==> src/rtl/eth_pkg.sv <==
// Shared Ethernet/IPv4/UDP constants, receive FSM states and the source-field
// bundle used by the MII UDP receiver and transmitter.
package eth_pkg;

  localparam logic [15:0] ETHERTYPE_IPV4 = 16'h0800;
  localparam logic [7:0]  IP_VER_IHL     = 8'h45;
  localparam logic [7:0]  IP_PROTO_UDP   = 8'h11;
  localparam int unsigned HEADER_BYTES   = 42;

  localparam logic [31:0] CRC32_POLY     = 32'hEDB8_8320;
  localparam logic [31:0] CRC32_INIT     = 32'hFFFF_FFFF;
  localparam logic [31:0] CRC32_RESIDUE  = 32'hDEBB_20E3;

  typedef enum logic [2:0] {
    ST_IDLE,
    ST_PREAMBLE,
    ST_HEADER,
    ST_PAYLOAD,
    ST_TAIL,
    ST_DROP
  } rx_state_e;

  // Sender identity carried alongside each payload
  typedef struct packed {
    logic [47:0] mac;
    logic [31:0] ip;
    logic [15:0] port;
  } src_info_t;

endpackage

==> src/rtl/crc32_nibble.sv <==
// Combinational reflected CRC-32 step over one nibble, LSB first.
// Ports: crc_i current register, nib_i nibble, crc_o_c next register.
module crc32_nibble
  import eth_pkg::*;
(
  input  logic [31:0] crc_i,
  input  logic [3:0]  nib_i,
  output logic [31:0] crc_o_c
);

  logic [31:0] crc;

  always_comb begin
    crc = crc_i;
    for (int i = 0; i < 4; i++) begin
      if (crc[0] ^ nib_i[i]) crc = (crc >> 1) ^ CRC32_POLY;
      else                   crc = crc >> 1;
    end
    crc_o_c = crc;
  end

endmodule

==> src/rtl/ethernet_udp_receive.sv <==
// MII receiver: deserialises nibbles, validates preamble/SFD, Ethernet, IPv4
// and UDP headers plus FCS, and presents one fixed-size UDP payload per
// accepted frame.
// Ports: clk/rstn (PHY rx clock, async active-low reset), rx_dv/rx_er/rx_d
// (MII rx), data/src_mac/src_ip/src_port (last accepted datagram),
// valid/drop (one-cycle accept/reject pulses).
module ethernet_udp_receive
  import eth_pkg::*;
#(
  parameter int unsigned DATA_BYTES      = 16,
  parameter logic [47:0] LOCAL_MAC       = 48'h1a_2b_3c_4d_5e_6f,
  parameter logic [31:0] LOCAL_IP        = 32'h11_22_33_44,
  parameter logic [15:0] LOCAL_PORT      = 16'h1000,
  parameter bit          USE_IP_CHECKSUM = 1'b1
) (
  input  logic                    clk,
  input  logic                    rstn,
  input  logic                    rx_dv,
  input  logic                    rx_er,
  input  logic [3:0]              rx_d,
  output logic [8*DATA_BYTES-1:0] data,
  output logic                    valid,
  output logic [47:0]             src_mac,
  output logic [31:0]             src_ip,
  output logic [15:0]             src_port,
  output logic                    drop
);

  localparam int unsigned DW    = 8 * DATA_BYTES;
  localparam int unsigned CNT_W = 11;
  localparam logic [CNT_W-1:0] CNT_MAX   = '1;
  localparam logic [CNT_W-1:0] LAST_HDR  = CNT_W'(HEADER_BYTES - 1);
  localparam logic [CNT_W-1:0] LAST_PAY  = CNT_W'(HEADER_BYTES + DATA_BYTES - 1);
  localparam logic [CNT_W-1:0] MIN_BYTES = CNT_W'(46 + DATA_BYTES);
  localparam logic [15:0]      UDP_LEN   = 16'(8 + DATA_BYTES);
  localparam logic [15:0]      IP_LEN    = 16'(28 + DATA_BYTES);

  // Reset release synchroniser; assertion stays asynchronous
  logic [1:0] rst_sync_q;
  logic       rst_n;

  always_ff @(posedge clk or negedge rstn) begin
    if (!rstn) rst_sync_q <= '0;
    else       rst_sync_q <= {rst_sync_q[0], 1'b1};
  end
  assign rst_n = rst_sync_q[1];

  rx_state_e        state_q, state_d;
  logic             phase_q, phase_d;
  logic [3:0]       lo_nib_q, lo_nib_d;
  logic [CNT_W-1:0] byte_cnt_q, byte_cnt_d;
  logic [31:0]      crc_q, crc_d;
  logic [15:0]      csum_q, csum_d;
  logic [39:0]      win_q, win_d;
  logic             in_frame_q, in_frame_d;
  src_info_t        src_stg_q, src_stg_d, src_out_q, src_out_d;
  logic [DW-1:0]    pay_stg_q, pay_stg_d, data_q, data_d;
  logic             valid_q, valid_d, drop_q, drop_d;

  logic [7:0]  byte_c;
  logic [47:0] win_nx_c;
  logic [31:0] crc_nx_c;
  logic [16:0] csum_sum_c;
  logic [15:0] csum_fold_c;
  logic        hdr_bad_c;
  logic        frame_ok_c;

  crc32_nibble u_crc (
    .crc_i   (crc_q),
    .nib_i   (rx_d),
    .crc_o_c (crc_nx_c)
  );

  assign byte_c      = {rx_d, lo_nib_q};
  assign win_nx_c    = {win_q, byte_c};
  // Ones'-complement add of the word completing now, end-around carry folded
  assign csum_sum_c  = 17'(csum_q) + 17'({win_q[7:0], byte_c});
  assign csum_fold_c = csum_sum_c[15:0] + 16'(csum_sum_c[16]);
  assign frame_ok_c  = (crc_q == CRC32_RESIDUE)
                    && (!USE_IP_CHECKSUM || (csum_q == 16'hFFFF))
                    && !phase_q
                    && (byte_cnt_q >= MIN_BYTES);

  // Header field check at the byte where each field completes
  always_comb begin
    hdr_bad_c = 1'b0;
    case (byte_cnt_q)
      CNT_W'(5):  hdr_bad_c = !((win_nx_c == LOCAL_MAC) || (win_nx_c == '1));
      CNT_W'(13): hdr_bad_c = win_nx_c[15:0] != ETHERTYPE_IPV4;
      CNT_W'(14): hdr_bad_c = win_nx_c[7:0] != IP_VER_IHL;
      CNT_W'(17): hdr_bad_c = win_nx_c[15:0] != IP_LEN;
      CNT_W'(21): hdr_bad_c = !((win_nx_c[15:0] == 16'h0000) || (win_nx_c[15:0] == 16'h4000));
      CNT_W'(23): hdr_bad_c = win_nx_c[7:0] != IP_PROTO_UDP;
      CNT_W'(33): hdr_bad_c = win_nx_c[31:0] != LOCAL_IP;
      CNT_W'(37): hdr_bad_c = win_nx_c[15:0] != LOCAL_PORT;
      CNT_W'(39): hdr_bad_c = win_nx_c[15:0] != UDP_LEN;
      default:    hdr_bad_c = 1'b0;
    endcase
  end

  // Next-state and datapath
  always_comb begin
    state_d    = state_q;
    phase_d    = phase_q;
    lo_nib_d   = lo_nib_q;
    byte_cnt_d = byte_cnt_q;
    crc_d      = crc_q;
    csum_d     = csum_q;
    win_d      = win_q;
    in_frame_d = in_frame_q;
    src_stg_d  = src_stg_q;
    pay_stg_d  = pay_stg_q;
    src_out_d  = src_out_q;
    data_d     = data_q;
    valid_d    = 1'b0;
    drop_d     = 1'b0;

    case (state_q)
      ST_IDLE: begin
        if (rx_dv && (rx_d == 4'h5)) begin
          state_d    = ST_PREAMBLE;
          in_frame_d = 1'b1;
        end
      end

      ST_PREAMBLE: begin
        if (!rx_dv) begin
          drop_d     = 1'b1;
          in_frame_d = 1'b0;
          state_d    = ST_IDLE;
        end else if (rx_er) begin
          state_d = ST_DROP;
        end else if (rx_d == 4'hD) begin
          state_d    = ST_HEADER;
          phase_d    = 1'b0;
          byte_cnt_d = '0;
          crc_d      = CRC32_INIT;
          csum_d     = '0;
        end else if (rx_d != 4'h5) begin
          state_d = ST_DROP;
        end
      end

      ST_HEADER, ST_PAYLOAD, ST_TAIL: begin
        if (!rx_dv) begin
          // Only a frame that reached TAIL can be accepted
          in_frame_d = 1'b0;
          state_d    = ST_IDLE;
          if ((state_q == ST_TAIL) && frame_ok_c) begin
            valid_d   = 1'b1;
            src_out_d = src_stg_q;
            data_d    = pay_stg_q;
          end else begin
            drop_d = 1'b1;
          end
        end else if (rx_er) begin
          state_d = ST_DROP;
        end else begin
          crc_d   = crc_nx_c;
          phase_d = !phase_q;
          if (!phase_q) begin
            lo_nib_d = rx_d;
          end else begin
            byte_cnt_d = (byte_cnt_q == CNT_MAX) ? byte_cnt_q : byte_cnt_q + CNT_W'(1);
            if (state_q == ST_HEADER) begin
              win_d = win_nx_c[39:0];
              if (byte_cnt_q == CNT_W'(11)) src_stg_d.mac  = win_nx_c;
              if (byte_cnt_q == CNT_W'(29)) src_stg_d.ip   = win_nx_c[31:0];
              if (byte_cnt_q == CNT_W'(35)) src_stg_d.port = win_nx_c[15:0];
              // IPv4 header words end on odd bytes 15..33
              if (byte_cnt_q[0] && (byte_cnt_q >= CNT_W'(15)) && (byte_cnt_q <= CNT_W'(33)))
                csum_d = csum_fold_c;
              if (hdr_bad_c)                    state_d = ST_DROP;
              else if (byte_cnt_q == LAST_HDR)  state_d = ST_PAYLOAD;
            end else if (state_q == ST_PAYLOAD) begin
              pay_stg_d = {byte_c, pay_stg_q[DW-1:8]};
              if (byte_cnt_q == LAST_PAY) state_d = ST_TAIL;
            end
          end
        end
      end

      ST_DROP: begin
        if (!rx_dv) begin
          drop_d     = in_frame_q;
          in_frame_d = 1'b0;
          state_d    = ST_IDLE;
        end
      end

      default: state_d = ST_DROP;
    endcase
  end

  // State and output registers
  always_ff @(posedge clk or negedge rst_n) begin
    if (!rst_n) begin
      state_q    <= ST_DROP;
      phase_q    <= 1'b0;
      lo_nib_q   <= '0;
      byte_cnt_q <= '0;
      crc_q      <= CRC32_INIT;
      csum_q     <= '0;
      win_q      <= '0;
      in_frame_q <= 1'b0;
      src_stg_q  <= '0;
      pay_stg_q  <= '0;
      src_out_q  <= '0;
      data_q     <= '0;
      valid_q    <= 1'b0;
      drop_q     <= 1'b0;
    end else begin
      state_q    <= state_d;
      phase_q    <= phase_d;
      lo_nib_q   <= lo_nib_d;
      byte_cnt_q <= byte_cnt_d;
      crc_q      <= crc_d;
      csum_q     <= csum_d;
      win_q      <= win_d;
      in_frame_q <= in_frame_d;
      src_stg_q  <= src_stg_d;
      pay_stg_q  <= pay_stg_d;
      src_out_q  <= src_out_d;
      data_q     <= data_d;
      valid_q    <= valid_d;
      drop_q     <= drop_d;
    end
  end

  assign data     = data_q;
  assign valid    = valid_q;
  assign drop     = drop_q;
  assign src_mac  = src_out_q.mac;
  assign src_ip   = src_out_q.ip;
  assign src_port = src_out_q.port;

endmodule

==> config.mk <==
export PLATFORM = sky130hd
export DESIGN_NAME = ethernet_udp_receive
export DESIGN_NICKNAME = d
export VERILOG_FILES = /design/src/rtl/eth_pkg.sv /design/src/rtl/crc32_nibble.sv /design/src/rtl/ethernet_udp_receive.sv
export SDC_FILE = /design/constraint.sdc
export NUM_CORES = 1
export LEC_CHECK = 0
export CORE_ASPECT_RATIO = 0.6
export CORE_UTILIZATION = 28
export DETAILED_ROUTE_END_ITERATION = 8
export SYNTH_ARGS = -nofsm -noshare
export SYNTH_HDL_FRONTEND = slang
export SYNTH_SLANG_ARGS = --single-unit
==> constraint.sdc <==
create_clock -name clk -period 29.6 [get_ports clk]
set_clock_uncertainty 0.15 [all_clocks]
set_input_delay 5.92 -clock clk [delete_from_list [all_inputs] [get_ports clk]]
set_output_delay 5.92 -clock clk [all_outputs]
set_load 0.05 [all_outputs]
==> qor.yml, run 1 <==
status: "completed"
diodes: 0
critPathMaxFanout: 42
synth_edf_count: 0
grt_pass1_wl_um: 91300
synth_area_leaders: "dfrtp_1 56%, mux2_2 16%, mux2_1 7.2%"
worst_setup_path_end_kind: "register"
tns_ns: 0
io_pins: 234
synth_cells: 1679
core_mm2: 0.0824
synth_top_area_cell: "dfrtp_1"
clock-sinks: 560
wl_per_cell_um: 19.3
maxSlewViolCount: 0
ir_drop_uv: 48.2
start_kind: "input port"
async_flop_share_pct: 100
clk_latency_ns: 0.63
total_power_mw: 1.93
cts_hold_buffers: 0
powerDensity_mw_per_mm2: 66.7
hold_class: "register to register"
clk_pin_slew_worst_paths_ns: 0.07
yosys-top-cells-count: "526 x dfrtp_1, 344 x mux2_2, 150 x mux2_1, 71 x nor2_1, 58 x clkbuf_1"
ctsRootBufferMaster: "clkbuf_16"
areaGrowthSynthToFinish_pct: 22.9
fillers: 7872
synth_nets: 1709
cp.arrival_ns: 10.22
syn_avg_cell_area_um2: 14.0
setup_viol: 0
fin_crit_ns: 9.87
fmax_mhz: 101
synthDistinctLibCells: 76
start_util_pct: 28.6
worst_pin_slew_ns: 1.16
vias_per_cell: 4.71
ys_warn_count: 0
layout.nets: 1934
layout-drive-gt1-share_pct: 26.1
seq_area_mm2: 0.0141
ctsResizeCount: 0
clock_path_buffers: 3
track_usage_pct: 13.8
io_buffers: 233
vias: 14500
grt_pass1_vias: 14700
synth.yosys.seq_area_share_pct: 59.7
grt_setup_unrepaired: "no"
cp.required_ns: 29.95
cts_tree: "built"
antenna_found_initial: 0
drtPass1Iterations: 5
path_class: "input port to register"
min_period_over_period_pct: 33.4
postRouteAntennaNets: 0
grt.overflow.total: 0
die-area_mm2: 0.0853
synth.most_common_cell: "dfrtp_1"
drt_iter0_drc: 962
place_congestion: 0.860
drc: 0
dieWidth_um: 376
yosys_most_used_dff: "dfrtp_1"
drv_cap: 0
grt_max_degree: 153
timing_hold_violations_final: 0
place_hpwl_um: 40800
htreeDepth: 2
synth_area_mm2: 0.0236
synth_seq_cells: 560
drt-total-wl_um: 59200
slew_headroom_pct: 22.8
numCtsBuffers: 56
synth_top_area_share_pct: 55.9
postCtsSetupBuffers: 0
p_leak_nw: 13.6
die_h_um: 227
rows: 81
multiInputGateArea_mm2: 0.00892
==> registers in the layout, summed over array words and instances, names as in the netlist, 3 cells and up <==
| register | count |
|---|---|
| src_port | 16 |
| src_stg_q | 96 |
| src_ip | 32 |
| byte_cnt_q | 11 |
| win_q | 40 |
| state_q | 3 |
| src_mac | 48 |
| crc_q | 32 |
| data | 128 |
| lo_nib_q | 4 |
| csum_q | 16 |
| pay_stg_q | 128 |
==> power breakdown <==
group          switching (mW)  total (mW)  internal [mW]  leakage (nW)
clock                   0.309       0.762          0.453         0.969
sequential             0.0700       0.886          0.816          7.68
combinational           0.175       0.282          0.107          4.97
total                   0.554        1.93           1.38          13.6
==> through the flow <==
| step | hold WS, ns | util [%] | cell area [µm²] | std cells | setup slack, ns |
|---|---|---|---|---|---|
| after floorplan | 0.181 | - | 23600 | 1679 | 12.75 |
| after global placement | 0.191 | 32.7 | 27000 | 2966 | 19.29 |
| after detailed placement | 0.196 | 32.7 | 27000 | 2966 | 19.17 |
| after CTS | 0.212 | 35.1 | 29000 | 3069 | 19.84 |
| after global routing | 0.221 | 35.1 | 29000 | 3069 | 19.48 |
| final | 0.204 | 35.1 | 29000 | 3069 | 19.73 |
==> worst max-delay path, cell delays in order <==
cell	delay, ns
clkdlybuf4s50_1	0.80
nand2b_1	0.26
nor3b_1	0.37
nand3_2	0.89
nor3_1	0.53
nand3_1	0.81
mux2_2	0.58
==> layout make-up <==
class,instances,share of cell area (%)
clock buffers,78,5.48
clock inverters,25,1.37
well taps,1120,4.84
flip-flops and latches,560,48.6
repair buffers,258,8.75
multi-input cells,1012,30.8
inverters,16,0.207
==> final timing paths <==
path | from | cells past startpoint | slack (ns) | end
setup / recovery | rx_dv | 7 | 19.73 | src_stg_q[13]
hold / removal | rst_sync_q[0] | 0 | 0.20 | rst_sync_q[1]
setup reg to reg | crc_q[8] | 8 | 24.36 | src_ip[11]
hold reg to reg | rst_sync_q[0] | 0 | 0.20 | rst_sync_q[1]
max in group asynchronous | rstn | 1 | 23.79 | rst_sync_q[1]
min in group asynchronous | rst_sync_q[1] | 0 | 0.25 | pay_stg_q[120]
==> logic make-up after synthesis <==
| group | after synthesis | synth area share [%] |
|---|---|---|
| xor+xnor | 66 | 2.45 |
| mux | 494 | 23.6 |
| other cells | 1 | 0.0159 |
| buf+inv | 107 | 2.57 |
| compound gates | 148 | 4.17 |
| flops | 560 | 59.7 |
| simple gates | 281 | 6.31 |
| fa+ha+maj | 22 | 1.20 |
==> layout by cell type (no fill, tap or decap), types with 22 or more instances in the layout <==
| cell | n |
|---|---|
| o21ai_0 | 31 |
| xor2_1 | 34 |
| xnor2_1 | 32 |
| dfrtp_1 | 525 |
| mux2_2 | 344 |
| nand3_1 | 32 |
| nor2_1 | 70 |
| buf_4 | 24 |
| clkdlybuf4s50_1 | 233 |
| dfstp_2 | 34 |
| nand2_1 | 54 |
| a21oi_1 | 25 |
| clkbuf_16 | 57 |
| mux2_1 | 150 |
| nand4_1 | 26 |
| a31oi_1 | 22 |
==> routing by layer <==
metal,global-route usage (%),part of all wire [%],wire length [µm],up-vias
li1,-,-,-,6520
met1,20.7,49,29100,7508
met2,19.8,43,25300,360
met3,3.18,6.2,3650,78
met4,3.70,2.1,1270,0
met5,0,0,0,-
(Power assumes the default switching activity.)
==> run 2, diff against run 1 <==
==> constraint.sdc (replaced) <==
create_clock -name clk -period 9.3 [get_ports clk]
set_clock_uncertainty 0.15 [all_clocks]
set_input_delay 1.86 -clock clk [delete_from_list [all_inputs] [get_ports clk]]
set_output_delay 1.86 -clock clk [all_outputs]
set_load 0.05 [all_outputs]
==> run 2 against run 1 <==
Effect of this change:
- via count grew 0.13%
- clock power rose to 3.2 times the previous value
- sequential cell count unchanged
- non-clock buffer count fell by 3
- combinational power grew to 3.2 times the previous value
- cell area grew 0.19%
- critical endpoint is now csum_q[14]
- largest cell class unchanged
- largest power group unchanged
==> qor.yml, run 2 (synthesis results as in run 1) <==
layout.nets: 1932  # was 1,934
grt_pass1_vias: 14600  # was 14,700
start_kind: "input port"  # unchanged
cp.arrival_ns: 6.44  # was 10.22 ns
start_util_pct: 28.6  # unchanged
tns_ns: 0  # unchanged
rows: 81  # unchanged
r2r_slack_ns: 4.43  # was 24.36 ns
drtPass1Iterations: 5  # unchanged
grt_setup_unrepaired: "no"  # unchanged
fin_area_mm2: 0.0290  # about the same
core_mm2: 0.0824  # unchanged
place_hpwl_um: 40000  # was 40,800 µm
cts_tree: "built"  # unchanged
dieWidth_um: 376  # unchanged
drt_iter0_drc: 1079  # was 962
place_area_mm2: 0.0270  # about the same
place_congestion: 0.894  # was 0.860
clock-sinks: 560  # unchanged
hold_start: "rst_sync_q[0]"  # unchanged
fin_crit_ns: 6.05
timing_hold_violations_final: 0  # unchanged
setup_viol: 0  # unchanged
numCtsBuffers: 57  # was 56
worst_hold_path.endpoint: "rst_sync_q[1]"  # unchanged
postRouteAntennaNets: 0  # unchanged
ctsResizeCount: 0  # unchanged
grt.overflow.total: 0  # unchanged
p_leak_nw: 13.6  # about the same
die_h_um: 227  # unchanged
reg2reg_to: "data[7]"  # was src_ip[11]
maxSlewViolCount: 0  # unchanged
highest_layer: "met4"  # unchanged
die-area_mm2: 0.0853  # unchanged
layout.cells.non_filler: 3074  # was 3,069
io_pins: 234  # unchanged
grt_max_degree: 179  # was 153
vias_per_cell: 4.71  # about the same
cp-startpoint: "rx_d[3]"  # was rx_dv
p_int_mw: 4.36  # was 1.38 mW
final_util_pct: 35.2  # was 35.1%
fmax_mhz: 165
dr_wl_met2_um: 25700  # was 25,300 µm
dp_cells: 2963  # was 2,966
power.switching_mw: 1.81  # was 0.554 mW
hold_ws_ns: 0.206  # was 0.204 ns
r2r_cells: 8  # unchanged
worst_setup_path_end_kind: "register"  # unchanged
detailedPlace.worstSlack_ns: 2.59  # was 19.17 ns
critPathMaxFanout: 12  # was 42
ctsRootBufferMaster: "clkbuf_16"  # unchanged
vias: 14500  # about the same
cp.required_ns: 9.69  # was 29.95 ns
layout_commonest_cell: "dfrtp_1"  # unchanged
postCtsSetupBuffers: 0  # unchanged
min_period_over_period_pct: 65.1
powerDensity_mw_per_mm2: 213  # was 66.7 mW/mm²
drt-total-wl_um: 58600  # was 59,200 µm
antenna_found_initial: 3  # was 0
status: "completed"  # unchanged
io_buffers: 233  # unchanged
clk_latency_ns: 0.65  # was 0.63 ns
wl_per_cell_um: 19.1  # was 19.3 µm
rr_startpoint: "state_q[2]"  # was crc_q[8]
drv_cap: 0  # unchanged
worst_hold_path.num_cells: 0  # unchanged
worst_pin_slew_ns: 1.17  # was 1.16 ns
sequentialPowerShare_pct: 45.9  # about the same
slew_headroom_pct: 22.3  # was 22.8%
ir_drop_uv: 152  # was 48.2 µV
cts_hold_buffers: 0  # unchanged
wl_met3_um: 3340  # was 3650 µm
grt_pass1_wl_um: 90000  # was 91,300 µm
total_power_mw: 6.17  # was 1.93 mW
layout-drive-gt1-share_pct: 26.6  # was 26.1%
clockPowerShare_pct: 39.6  # was 39.5%
clk_pin_slew_worst_paths_ns: 0.07  # about the same
switching_share_pct: 29.3  # was 28.7%
m1WireLength_um: 28500  # was 29,100 µm
pwr-share-comb_pct: 14.5  # was 14.6%
path_class: "input port to register"  # unchanged
final_cell_mix: "525 x dfrtp_1, 344 x mux2_2, 233 x clkdlybuf4s50_1, 150 x mux2_1, 70 x nor2_1"  # unchanged
postLayoutSetupSlackWorst_ns: 3.25  # was 19.73 ns
drc: 0  # unchanged
clock_path_buffers: 3  # unchanged
hold_class: "register to register"  # unchanged
htreeDepth: 2  # unchanged
areaGrowthSynthToFinish_pct: 23.1  # was 22.9%
track_usage_pct: 13.6  # was 13.8%
run 2: power by group through the flow:
stage	combinational [mW]	sequential (mW)	clock, mW
after global routing	0.980	2.85	2.62
after CTS	0.897	2.83	2.53
after global placement	0.872	2.86	0
after floorplan	0.645	2.77	0
after detailed placement	0.895	2.87	0
final	0.894	2.83	2.44
run 2: critical path, stage by stage:
cell	delay, ns
clkdlybuf4s50_1	0.90
ha_1	0.64
a21oi_1	0.36
a21boi_0	0.22
a211oi_1	0.52
nor2_1	0.13
o21ai_0	0.18
a21oi_1	0.08
o21ai_0	0.16
nand2b_1	0.10
ha_1	0.23
ha_1	0.20
and2_1	0.17
nand3_1	0.19
nor4b_2	0.09
xnor2_1	0.14
mux2_2	0.27
run 2: final cells by class:
class	instances	area, µm²
fill	7894	53400
clock buffer	73	1600
multi-input combinational	1012	8920
inverter	16	60.1
tap	1120	1400
timing repair buffer	255	2530
sequential	560	14100
antenna	3	7.51
clock inverter	35	430
run 2: worst max path at each step:
| stage | to | slack (ns) | depth (start not counted) |
|---|---|---|---|
| after floorplan | byte_cnt_q[0] | 0.07 | 0 |
| after CTS | csum_q[14] | 3.29 | 17 |
| after global placement | csum_q[14] | 2.61 | 17 |
| after global routing | csum_q[14] | 2.89 | 17 |
| final | csum_q[14] | 3.25 | 17 |
| after detailed placement | csum_q[14] | 2.59 | 17 |
run 2: layer usage:
metal / up-vias / global-route usage [%]
met2: 349 / 19.9
met3: 73 / 3.00
met5: - / 0
met4: 0 / 3.41
met1: 7545 / 20.2
li1: 6518 / -
